--- config.mk ---
export PLATFORM = sky130hd
export DESIGN_NAME = palette_clut
export DESIGN_NICKNAME = d
export VERILOG_FILES = /design/src/rtl/palette_clut.sv
export SDC_FILE = /design/constraint.sdc
export NUM_CORES = 1
export LEC_CHECK = 0
export ABC_AREA = 1
export BUFFER_PORTS_ARGS = -buffer_cell sky130_fd_sc_hd__buf_2
export CAP_MARGIN = 20
export CORE_MARGIN = 1.5
export CORE_UTILIZATION = 50
export CTS_CLUSTER_DIAMETER = 80
export DETAILED_ROUTE_END_ITERATION = 16
export HOLD_SLACK_MARGIN = 0.12
export PLACE_DENSITY = 0.71
export SLEW_MARGIN = 20
export SYNTH_ARGS = -nofsm -noshare
export SYNTH_HDL_FRONTEND = slang
export SYNTH_SLANG_ARGS = --single-unit
--- constraint.sdc ---
create_clock -name i_clk -period 2.5 [get_ports i_clk]
set_input_delay 0.25 -clock i_clk [delete_from_list [all_inputs] [get_ports i_clk]]
set_output_delay 0.25 -clock i_clk [all_outputs]
set_load 0.005 [all_outputs]
--- src/rtl/palette_clut.sv ---
// rtl/palette_clut.sv - double-buffered RGB565 colour look-up table with dim and 2-stage pipeline
module palette_clut #(
  parameter int PAL_BITS = 2,
  parameter int DIM_BITS = 2
) (
  input  logic                i_clk,
  input  logic                i_rst_n,
  input  logic                i_valid,
  input  logic [PAL_BITS-1:0] i_color,
  input  logic [DIM_BITS-1:0] i_dim,
  input  logic                i_wr_en,
  input  logic [PAL_BITS-1:0] i_wr_addr,
  input  logic [15:0]         i_wr_data,
  input  logic                i_commit,
  output logic                o_valid,
  output logic [4:0]          o_red,
  output logic [5:0]          o_green,
  output logic [4:0]          o_blue,
  output logic                o_pending
);

  localparam int DEPTH = 1 << PAL_BITS;

  // Power-up palette: white, light grey, a grey-blue, black; anything beyond index 3 is black.
  function automatic logic [15:0] default_entry(input int idx);
    logic [15:0] e;
    case (idx)
      0:       e = {5'd31, 6'd63, 5'd31};
      1:       e = {5'd23, 6'd48, 5'd23};
      2:       e = {5'd15, 6'd34, 5'd19};
      default: e = 16'h0000;
    endcase
    return e;
  endfunction

  logic [15:0]         shadow_q [DEPTH];
  logic [15:0]         shadow_d [DEPTH];
  logic [15:0]         active_q [DEPTH];
  logic [15:0]         active_d [DEPTH];
  logic                pending_q, pending_d;

  logic                s1_valid_q, s1_valid_d;
  logic [PAL_BITS-1:0] s1_color_q, s1_color_d;
  logic [DIM_BITS-1:0] s1_dim_q, s1_dim_d;

  logic                valid_q, valid_d;
  logic [4:0]          red_q, red_d;
  logic [5:0]          green_q, green_d;
  logic [4:0]          blue_q, blue_d;
  logic [15:0]         entry;

  // Table update: commit copies the pre-write shadow, so a same-edge write waits for the next commit.
  always_comb begin
    for (int i = 0; i < DEPTH; i++) begin
      shadow_d[i] = shadow_q[i];
      active_d[i] = i_commit ? shadow_q[i] : active_q[i];
    end
    if (i_wr_en) begin
      shadow_d[i_wr_addr] = i_wr_data;
    end
    if (i_wr_en) begin
      pending_d = 1'b1;
    end else if (i_commit) begin
      pending_d = 1'b0;
    end else begin
      pending_d = pending_q;
    end
  end

  // Stage 1 simply captures the pixel request.
  always_comb begin
    s1_valid_d = i_valid;
    s1_color_d = i_color;
    s1_dim_d   = i_dim;
  end

  // Stage 2 looks up the active table, dims each channel and blanks when no pixel is present.
  always_comb begin
    entry   = active_q[s1_color_q];
    valid_d = s1_valid_q;
    red_d   = 5'd0;
    green_d = 6'd0;
    blue_d  = 5'd0;
    if (s1_valid_q) begin
      red_d   = entry[15:11] >> s1_dim_q;
      green_d = entry[10:5]  >> s1_dim_q;
      blue_d  = entry[4:0]   >> s1_dim_q;
    end
  end

  // All state; reset restores the default palette and flushes the pipeline.
  always_ff @(posedge i_clk) begin
    if (!i_rst_n) begin
      for (int i = 0; i < DEPTH; i++) begin
        shadow_q[i] <= default_entry(i);
        active_q[i] <= default_entry(i);
      end
      pending_q  <= 1'b0;
      s1_valid_q <= 1'b0;
      s1_color_q <= '0;
      s1_dim_q   <= '0;
      valid_q    <= 1'b0;
      red_q      <= 5'd0;
      green_q    <= 6'd0;
      blue_q     <= 5'd0;
    end else begin
      for (int i = 0; i < DEPTH; i++) begin
        shadow_q[i] <= shadow_d[i];
        active_q[i] <= active_d[i];
      end
      pending_q  <= pending_d;
      s1_valid_q <= s1_valid_d;
      s1_color_q <= s1_color_d;
      s1_dim_q   <= s1_dim_d;
      valid_q    <= valid_d;
      red_q      <= red_d;
      green_q    <= green_d;
      blue_q     <= blue_d;
    end
  end

  assign o_valid   = valid_q;
  assign o_red     = red_q;
  assign o_green   = green_q;
  assign o_blue    = blue_q;
  assign o_pending = pending_q;

endmodule

# Word level (Yosys, flattened, before mapping)
# Memory sizes are Yosys's and may differ from the RTL's. A register that Yosys moved wholly into a read port is not among the register bits.
# Cells that the tools add are included.
# Widths: inputs -> output; s select.
# word_totals
ram_bits,128
inputBits,27
elab_cells,53
reg_bits,21
out_inout_bits,18
mem_count,2
# op_classes
mux,25
n_bitwise,9
n_eq_ne,1
n_shift,3
n_reduce_logical,4
magnitude_cmp,2
# mem_list
memory,depth,word_bits,rd,rd_ports_with_merged_regs,wr,line_no,text
active_q,4,16,1,1,4,38,logic [15:0] active_q [DEPTH];
shadow_q,4,16,4,0,4,36,logic [15:0] shadow_q [DEPTH];
# ops
operator,count
$mux 16,17
$bwmux 64,1
$mux 64,1
$demux 16 s2,1
$shr 5x2->5,2
$or 1x1->1,8
$shr 6x2->6,1
$mux 1,4
$reduce_and 2->1,2
$ge 3x3->1 const B,1
$lt 3x1->1 const B,1
$not 2->3,1
$mux 2,1
$reduce_bool 2->1,1
$logic_and 1x1->1,1
$ne 1x1->1 const B,1

# Longest topological paths before layout
# Gate-level depths: netlist (run 1).
# logic_depth
word_depth,8
ltp_mapped,8
mapped_depth_nobuf,7

# Least setup slack after synthesis (run 1)
# Ideal clock, no wire load.
# synth_path
path_type,input-to-reg
start,in i_rst_n
end,mem active_q[0][0] (enable)
path_stages,3
path_slack_ns,0.011
setup_ns,0.688
arrival_ns,1.800
cell_sequence,buf_2 > clkbuf_1 > nand2_1
# synth_rtl
item,line_no,text
from (decl),7,"input logic i_rst_n,"
to (decl),38,

==> results of run 1 <==
## flip-flops by register name, indices dropped and copies added, names as in the netlist, named ones only
signal and cells:
active_q 64, s1_valid_q 1, o_valid 1, shadow_q 64
o_blue 5, s1_dim_q 2, o_green 6, o_red 5
o_pending 1
## power by group
part | leakage, nW | internal, W | switching (W)
Clock | 0.268 | 0.00144 | 0.000918
Sequential | 1.30 | 0.00267 | 0.0000377
Combinational | 1.47 | 0.000139 | 0.000258
Total | 3.04 | 0.00425 | 0.00121
## kinds of logic (layout without fill, tap and decap cells)
kind of cell | Yosys count | after routing | synth area share [%]
AOI/OAI and AO/OA | 92 | 92 | 9.14
buffers and inverters | 116 | 186 | 8.19
and+or+nand+nor | 300 | 300 | 20.7
DFF | 151 | 151 | 62.0
## cell type report
cell class / count / area, µm² / share of cell area (%)
clock inverters: 9 / 76.3 / 1.09
flip-flops and latches: 151 / 3660 / 52.4
well taps: 143 / 179 / 2.56
clock buffers: 23 / 478 / 6.84
inverters: 79 / 299 / 4.28
multi-input cells: 392 / 1770 / 25.3
repair buffers: 75 / 531 / 7.59
## cells in the mapped netlist, types with 2 or more instances
master,number,area (µm²)
dfxtp_1,87,1740
o21ai_1,3,15.0
inv_1,74,278
nor3_1,3,15.0
nand2_1,201,754
a21oi_1,31,155
buf_2,22,110
nand3_1,56,280
or2_2,2,12.5
inv_2,4,15.0
nand4_1,3,18.8
buf_4,3,22.5
edfxtp_1,64,1920
nor2_1,33,124
clkbuf_1,11,41.3
o211ai_1,32,240
o21ai_0,26,130
## worst reg2reg max path, stage by stage (launching register included)
cell and delay (ns):
dfxtp_1 0.79, inv_4 0.22, nand3_1 0.22, nand3_1 0.10, nand2_1 0.11, nand2_1 0.05
nand2_1 0.07
## per-stage QoR
stage	setup WS [ns]	hold WS (ns)	std cells
finish	0.782	0.134	872
global route	0.642	0.127	872
CTS	0.798	0.123	872
detailed placement	0.888	0.440	819
global placement	0.944	0.435	819
floorplan	0.0112	0.348	659
## worst paths after layout
path | to | depth (start not counted)
worst min register to register | shadow_q[2][3] | 2
worst max register to register | o_green[0] | 6
worst min-delay path | shadow_q[0][11] | 3
worst max-delay path | shadow_q[1][11] | 8
## what timing repair did
item | 4_1_cts | 5_1_grt
hold buffers | 21 | 0
buffers inserted | 0 | 0
endpoints found under the hold margin | 31 | 0
## layer usage
layer	up-vias	share of wire, %	GRT usage [%]
met5	-	0	0
met4	0	1.6	7.51
met2	152	46	33.1
met3	18	7.0	6.37
li1	2251	-	-
met1	2026	45	29.2
==> results.ini, run 1 <==
[outcome]
status = finished clean

[layout]
nNetsFinal = 743
area_growth_pct = 18.3
final_common_cell = nand2_1
fillers = 940
drive_gt1_share_pct = 12.3
final_core_util_pct = 61.0
num_antenna_cells = 0
stdcell_area_um2 = 6990
mostFrequentLayoutCells = nand2_1, dfxtp_1, inv_1

[placement]
gp_congestion = 0.804
dp_hpwl_um = 8050
port_buffers = 44
placed_cell_area_um2 = 6230

[route]
drt-pass1-iter-count = 5
ant_nets = 0
via_per_inst = 5.10
drt_iter0_markers = 382
route.vias.total = 4447
drcViolationCount = 0
wl_per_cell_um = 14.4
routed_wl_um = 12600

[global_route]
grt_usage_pct = 21.5
grt_pass1_wl_um = 21000
grt_max_degree = 51
grt_overflow = 0
grt_pass1_vias = 4295
antenna_found_initial = 0

[clock_network]
ctsRootBufferMaster = clkbuf_16
numCtsBuffers = 17
clockBufferDepth = 2
cts_tree = done
htree_levels = 4
clk_pin_slew_worst_paths_ns = 0.05
cts_sinks = 151
insertion_delay_ns = 0.42
cts_resized = 0

[sta]
tightest_slew_ns = 0.727
finalClockSkew_ns = 0.00575
final.min_clock_period_ns = 1.72
report.final.slew_viol_count = 0
finalSetupViolCount = 0
fmax_mhz = 582
period_share_pct = 68.7
rsz0062_at_grt = false
hold_viol_final = 0
fin_tns_setup_ns = 0
slew_headroom_pct = 51.5

[floorplan]
boundaryPins = 45
row_count = 39
coreArea_um2 = 11500
die_y_um = 112
initial_core_util_pct = 51.5
dieArea_um2 = 12500
die_x_um = 112

[worst_setup_path]
crit_buf_inv = 4
cp_cell_sequence = dlygate4sd3_1, buf_2, inv_1, nor2_1, nand2_1, inv_2, nand2_1, o211ai_1
path_common_cell = nand2_1
endpoint_kind = flip-flop
startpoint = i_wr_en
cp_slowest_stage_delay_ns = 0.52
cp.required_ns = 2.83
crit_path_max_fanout = 18
cp-start-kind = input port
critPathKind = in2reg
crit_family = buffers and inverters
arrival_ns = 2.05
slowest_stage = dlygate4sd3_1
r2r_slack_ns = 0.88

[logic_synthesis]
synth_edf_count = 64
async_reset_ff_share_pct = 0
syn_avg_cell_area_um2 = 8.97
syn_area_um2 = 5910
yosysWarnings = 0
synth_cell_type_count = 21
ys_seq_area_share_pct = 62.0
synth.net_count = 686
synth-seq-cells = 151
synthFlopType = dfxtp_1
postSynthCellCount = 659

[hold_path]
min_path_type = in2reg
min-delay-start = i_wr_data[11]

[power]
p_leak_nw = 3.04
finalPower_w = 0.00546
power_density_nw_per_um2 = 781
ir_drop_mv = 0.424

[flow_run]
maxCapViolCount = 0

(Power assumes the default switching activity.)
==> run 2: changes to the inputs <==
Settings changed: PLACE_DENSITY 0.71 to 0.68.
Clock period 2.5 ns to 1.7 ns, I/O delays scaled along.
==> run 2 against run 1 <==
Compared with the run above: register-to-register slack worse by 0.50 ns; largest cell class unchanged; clock skew up 0.0019 ns; critical endpoint is now shadow_q[0][5]; critical path type unchanged; die area unchanged.
==> results.ini, run 2 (synthesized netlist as in run 1, its figures left out) <==
[power]
p_seq_share_pct = 48.7  ; -1.0 points
ir_drop_mv = 0.611  ; +44%
power_density_nw_per_um2 = 1150  ; +47%
p_int_w = 0.00637  ; +50%
swShare_pct = 22.1  ; -0.15 points
clkPwrFrac_pct = 43.7  ; +0.6 points
p_leak_nw = 3.12  ; +2.5%
switchingPower_w = 0.00180  ; +49%
p_comb_share_pct = 7.7  ; +0.4 points

[sta]
fmax_mhz = 688
hold_viol_final = 0  ; unchanged
report.final.slew_viol_count = 0  ; unchanged
tightest_slew_ns = 0.586  ; -0.141 ns
slew_headroom_pct = 60.9  ; +9.4 points
finalSetupViolCount = 0  ; unchanged
period_share_pct = 85.5
rsz0062_at_grt = false
finalClockSkew_ns = 0.00763  ; +0.00188 ns
final.min_clock_period_ns = 1.45
fin_ws_ns = 0.247  ; -0.535 ns
fin_tns_setup_ns = 0  ; unchanged

[outcome]
status = finished clean

[worst_setup_path]
crit_path_max_fanout = 31  ; +13
cp-start-kind = input port
r2r_slack_ns = 0.38  ; -0.50 ns
cp-endpoint = shadow_q[0][5]
critPathKind = in2reg
arrival_ns = 1.79  ; -0.26 ns
endpoint_kind = flip-flop
reg2reg_depth = 5  ; -1
cp.required_ns = 2.03  ; -0.80 ns
startpoint = i_wr_en
r2r-end = o_red[3]

[floorplan]
boundaryPins = 45  ; unchanged
dieArea_um2 = 12500  ; unchanged
row_count = 39  ; unchanged
initial_core_util_pct = 51.5  ; unchanged
coreArea_um2 = 11500  ; unchanged
die_y_um = 112  ; unchanged
die_x_um = 112  ; unchanged

[layout]
multiInputGateArea_um2 = 1770  ; +0.28%
register_area_um2 = 3660  ; unchanged
fillers = 941  ; +0.11%
nNetsFinal = 755  ; +1.6%
final_common_cell = nand2_1
mostFrequentLayoutCells = nand2_1, dfxtp_1, inv_1
final_core_util_pct = 62.2  ; +1.2 points
num_antenna_cells = 0  ; unchanged
area_growth_pct = 20.6
stdcell_count = 882  ; +1.1%
drive_gt1_share_pct = 13.3  ; +0.92 points

[route]
drcViolationCount = 0  ; unchanged
wl_per_cell_um = 14.7  ; +1.6%
via_per_inst = 5.15  ; +0.96%
drt_iter0_markers = 357  ; -6.5%
routed_wl_um = 12900  ; +2.7%
ant_nets = 0  ; unchanged
drt-pass1-iter-count = 5  ; unchanged
route.vias.total = 4541  ; +2.1%

[flow_run]
maxCapViolCount = 0  ; unchanged

[placement]
gp_congestion = 0.823  ; +2.3%
dp_cells = 827  ; +0.98%
port_buffers = 44  ; unchanged
dp_slack_ns = 0.362  ; -0.526 ns
dp_hpwl_um = 8390  ; +4.3%

[global_route]
grt_pass1_vias = 4279  ; -0.37%
grt_pass1_wl_um = 21400  ; +1.9%
grt_max_degree = 51  ; unchanged
grt_usage_pct = 22.1  ; +0.61 points
grt_overflow = 0  ; unchanged
antenna_found_initial = 0  ; unchanged

[clock_network]
insertion_delay_ns = 0.42  ; about the same
numCtsBuffers = 17  ; unchanged
ctsRootBufferMaster = clkbuf_16
cts_tree = done
clockBufferDepth = 2  ; unchanged
cts_sinks = 151  ; unchanged
clk_pin_slew_worst_paths_ns = 0.06  ; about the same
htree_levels = 4  ; unchanged
post-cts-setup-buffer-count = 0  ; unchanged

[hold_path]
holdPathStages = 5  ; +2
min_path_type = in2reg

-- run 2: timing repair --
action                    CTS  global route
gates resized for setup     0             0
hold endpoints to repair   67             0
hold buffers               25             0
-- run 2: through the flow --
stage	power (W)	cell area [µm²]	hold slack, ns
2_1_floorplan	0.00441	5920	0.268
3_3_place_gp	0.00461	6320	0.360
3_5_place_dp	0.00463	6320	0.362
4_1_cts	0.00822	7130	0.146
5_1_grt	0.00847	7130	0.212
6_report	0.00817	7130	0.157
-- run 2: worst min path at each step --
| stage | endpoint | from |
|---|---|---|
| after floorplan | flip-flop | i_color[0] |
| after global placement | flip-flop | i_color[1] |
| after detailed placement | s1_valid_q | i_valid |
| after CTS | shadow_q[0][15] | i_wr_addr[1] |
| after global routing | shadow_q[2][6] | i_wr_addr[1] |
| final | shadow_q[0][15] | i_wr_addr[1] |
-- run 2: worst max-delay path, cell delays in order --
cell and delay, ns:
dlygate4sd3_1 0.52, buf_2 0.13, inv_1 0.04, nor2_1 0.12, nand2_1 0.10, inv_2 0.44
nand2_1 0.12, o211ai_1 0.11
-- run 2: cell type report --
class | instances | share of cell area (%)
inverters | 79 | 4.19
multi-input cells | 392 | 24.8
flip-flops and latches | 151 | 51.4
repair buffers | 87 | 9.19
clock inverters | 9 | 1.44
clock buffers | 21 | 6.46
well taps | 143 | 2.51
-- run 2: routing by layer --
layer  up-vias  share of wire [%]  routed length [µm]  track usage (%)
met5         -                  0                   0                0
met1      2084                 46                5940             31.2
met2       160                 46                5950             33.6
li1       2274                  -                   -                -
met3        23                6.4                 830             5.28
met4         0                1.6                 211             7.93
-- run 2: power by group through the flow --
stage / Clock, W / Combinational [W] / Sequential (W)
finish: 0.00357 / 0.000627 / 0.00398
global route: 0.00379 / 0.000699 / 0.00399
CTS: 0.00362 / 0.000623 / 0.00398
detailed placement: 0 / 0.000576 / 0.00405
global placement: 0 / 0.000563 / 0.00405
floorplan: 0 / 0.000372 / 0.00404
==> run 3: changes to the inputs <==
Clock period 1.7 ns to 1.4 ns, I/O delays scaled along.
==> run 3 against run 2 <==
Compared with the run above: setup slack got worse by 0.13 ns; die area unchanged; combinational power grew 25%; clock skew up 0.0034 ns; sequential share of layout area decreased by 0.87 points; first-iteration DRC count down 16%; via count is 1.5% higher; global-route usage is 0.081 points higher; hold slack better by 0.082 ns; final cell count grew 0.91%; critical path depth decreased by 1; non-clock buffer count increased by 6; largest power group unchanged; largest cell class unchanged.
==> results.ini, run 3 (synthesized netlist as in run 1, its figures left out) <==
[outcome]
status = finished clean

[clock_network]
insertion_delay_ns = 0.43  ; about the same
numCtsBuffers = 17  ; unchanged
clockBufferDepth = 2  ; unchanged
clk_pin_slew_worst_paths_ns = 0.06  ; about the same
post-cts-setup-buffer-count = 0  ; unchanged
cts_resized = 0  ; unchanged
htree_levels = 4  ; unchanged
ctsRootBufferMaster = clkbuf_16
cts_sinks = 151  ; unchanged
cts_tree = done

[floorplan]
die_x_um = 112  ; unchanged
initial_core_util_pct = 51.5  ; unchanged
die_y_um = 112  ; unchanged
boundaryPins = 45  ; unchanged
row_count = 39  ; unchanged
coreArea_um2 = 11500  ; unchanged
dieArea_um2 = 12500  ; unchanged

[sta]
final.min_clock_period_ns = 1.29
whs_ns = 0.238  ; +0.0815 ns
slew_headroom_pct = 68.3  ; +7.4 points
report.final.slew_viol_count = 0  ; unchanged
finalSetupViolCount = 0  ; unchanged
fmax_mhz = 777
rsz0062_at_grt = false
tightest_slew_ns = 0.475  ; -0.111 ns
fin_tns_setup_ns = 0  ; unchanged
period_share_pct = 91.9
finalClockSkew_ns = 0.0111  ; +0.00344 ns
hold_viol_final = 0  ; unchanged

[worst_setup_path]
reg2reg_depth = 7  ; +2
r2r-end = o_blue[2]
critPathKind = reg2reg
cp.required_ns = 1.76  ; -0.27 ns
cp-endpoint = o_blue[2]
r2r_slack_ns = 0.11  ; -0.27 ns
crit_path_max_fanout = 18  ; -42%
endpoint_kind = flip-flop
cp-start-kind = flip-flop
arrival_ns = 1.65  ; -0.14 ns

[route]
wl_per_cell_um = 14.6  ; about the same
drt-pass1-iter-count = 5  ; unchanged
ant_nets = 0  ; unchanged
drt_iter0_markers = 299  ; -16%
via_per_inst = 5.18  ; +0.54%
routed_wl_um = 13000  ; +0.84%
drcViolationCount = 0  ; unchanged
route.vias.total = 4607  ; +1.5%

[placement]
port_buffers = 44  ; unchanged
gp_congestion = 0.815  ; -0.91%
dp_hpwl_um = 8520  ; +1.6%

[layout]
final_common_cell = nand2_1
drive_gt1_share_pct = 13.9  ; +0.66 points
fillers = 923  ; -1.9%
nNetsFinal = 761  ; +0.79%
mostFrequentLayoutCells = nand2_1, dfxtp_1, inv_1
area_growth_pct = 22.7
num_antenna_cells = 0  ; unchanged

[hold_path]
holdPathStages = 3  ; -2
min_path_type = in2reg

[global_route]
grt_overflow = 0  ; unchanged
grt_usage_pct = 22.2  ; +0.081 points
grt_pass1_vias = 4365  ; +2.0%
antenna_found_initial = 0  ; unchanged
grt_pass1_wl_um = 21700  ; +1.6%
grt_max_degree = 69  ; +35%

[power]
ir_drop_mv = 0.944  ; +54%
power_density_nw_per_um2 = 1400  ; +22%
p_leak_nw = 3.16  ; +1.2%

[flow_run]
maxCapViolCount = 0  ; unchanged

[run 3: changes by cell type in the layout (fill, tap and decap cells not counted), sizes merged]
cell / before / now
inv: 79 / 85
dlygate4sd3: 25 / 30
clkbuf: 21 / 17
clkinv: 5 / 4
buf: 62 / 63
clkinvlp: 2 / 3
[run 3: how the worst min path moves through the flow]
stage                from              end  slack (ns)
6_report          i_rst_n  shadow_q[0][11]        0.24
5_1_grt           i_rst_n  shadow_q[1][13]        0.27
4_1_cts           i_rst_n  shadow_q[1][13]        0.23
3_5_place_dp     i_dim[0]      s1_dim_q[0]        0.34
3_3_place_gp     i_dim[1]      s1_dim_q[1]        0.33
2_1_floorplan  i_color[0]        flip-flop        0.24
[run 3: routing by layer]
metal / global-route usage, % / vias up / part of all wire (%)
met1: 32.6 / 2140 / 48
met3: 5.06 / 21 / 6.8
met5: 0 / - / 0
li1: - / 2286 / -
met2: 32.0 / 160 / 44
met4: 8.86 / 0 / 1.4
[run 3: through the flow]
stage | power, W | area [µm²] | std cells | setup WS (ns) | utilization [%]
after floorplan | 0.00536 | 5930 | 659 | 0.0767 | -
final | 0.0102 | 7250 | 890 | 0.114 | 63.3
after CTS | 0.0102 | 7250 | 890 | 0.148 | 63.3
after global placement | 0.00560 | 6360 | 828 | 0.190 | 55.5
after global routing | 0.0105 | 7250 | 890 | 0.00313 | 63.3
after detailed placement | 0.00563 | 6360 | 828 | 0.166 | 55.5
[run 3: critical path, cell delays in order, from the launching register on]
cell and delay [ns]:
dfxtp_1 0.40, buf_4 0.26, nand2_1 0.10, nand3_1 0.14, nand3_1 0.09, nand2_1 0.12, nand2_1 0.05, nand2_1 0.06
[run 3: area by class of cell]
| class | instances | area [µm²] | area share (%) |
|---|---|---|---|
| Clock inverter | 15 | 169 | 2.33 |
| Multi-Input combinational cell | 392 | 1780 | 24.5 |
| Timing Repair Buffer | 93 | 738 | 10.2 |
| Inverter | 79 | 299 | 4.12 |
| Sequential cell | 151 | 3660 | 50.5 |
| Tap cell | 143 | 179 | 2.47 |
| Clock buffer | 17 | 425 | 5.87 |
[run 3: what timing repair did]
item	4_1_cts	5_1_grt
endpoints found under the hold margin	70	0
setup endpoints to repair	0	0
hold buffers	30	0
[run 3: power by group]
group	internal (W)	leakage, nW	switching [W]
combinational	0.000295	1.57	0.000487
sequential	0.00477	1.30	0.0000553
clock	0.00266	0.283	0.00188
total	0.00773	3.16	0.00243
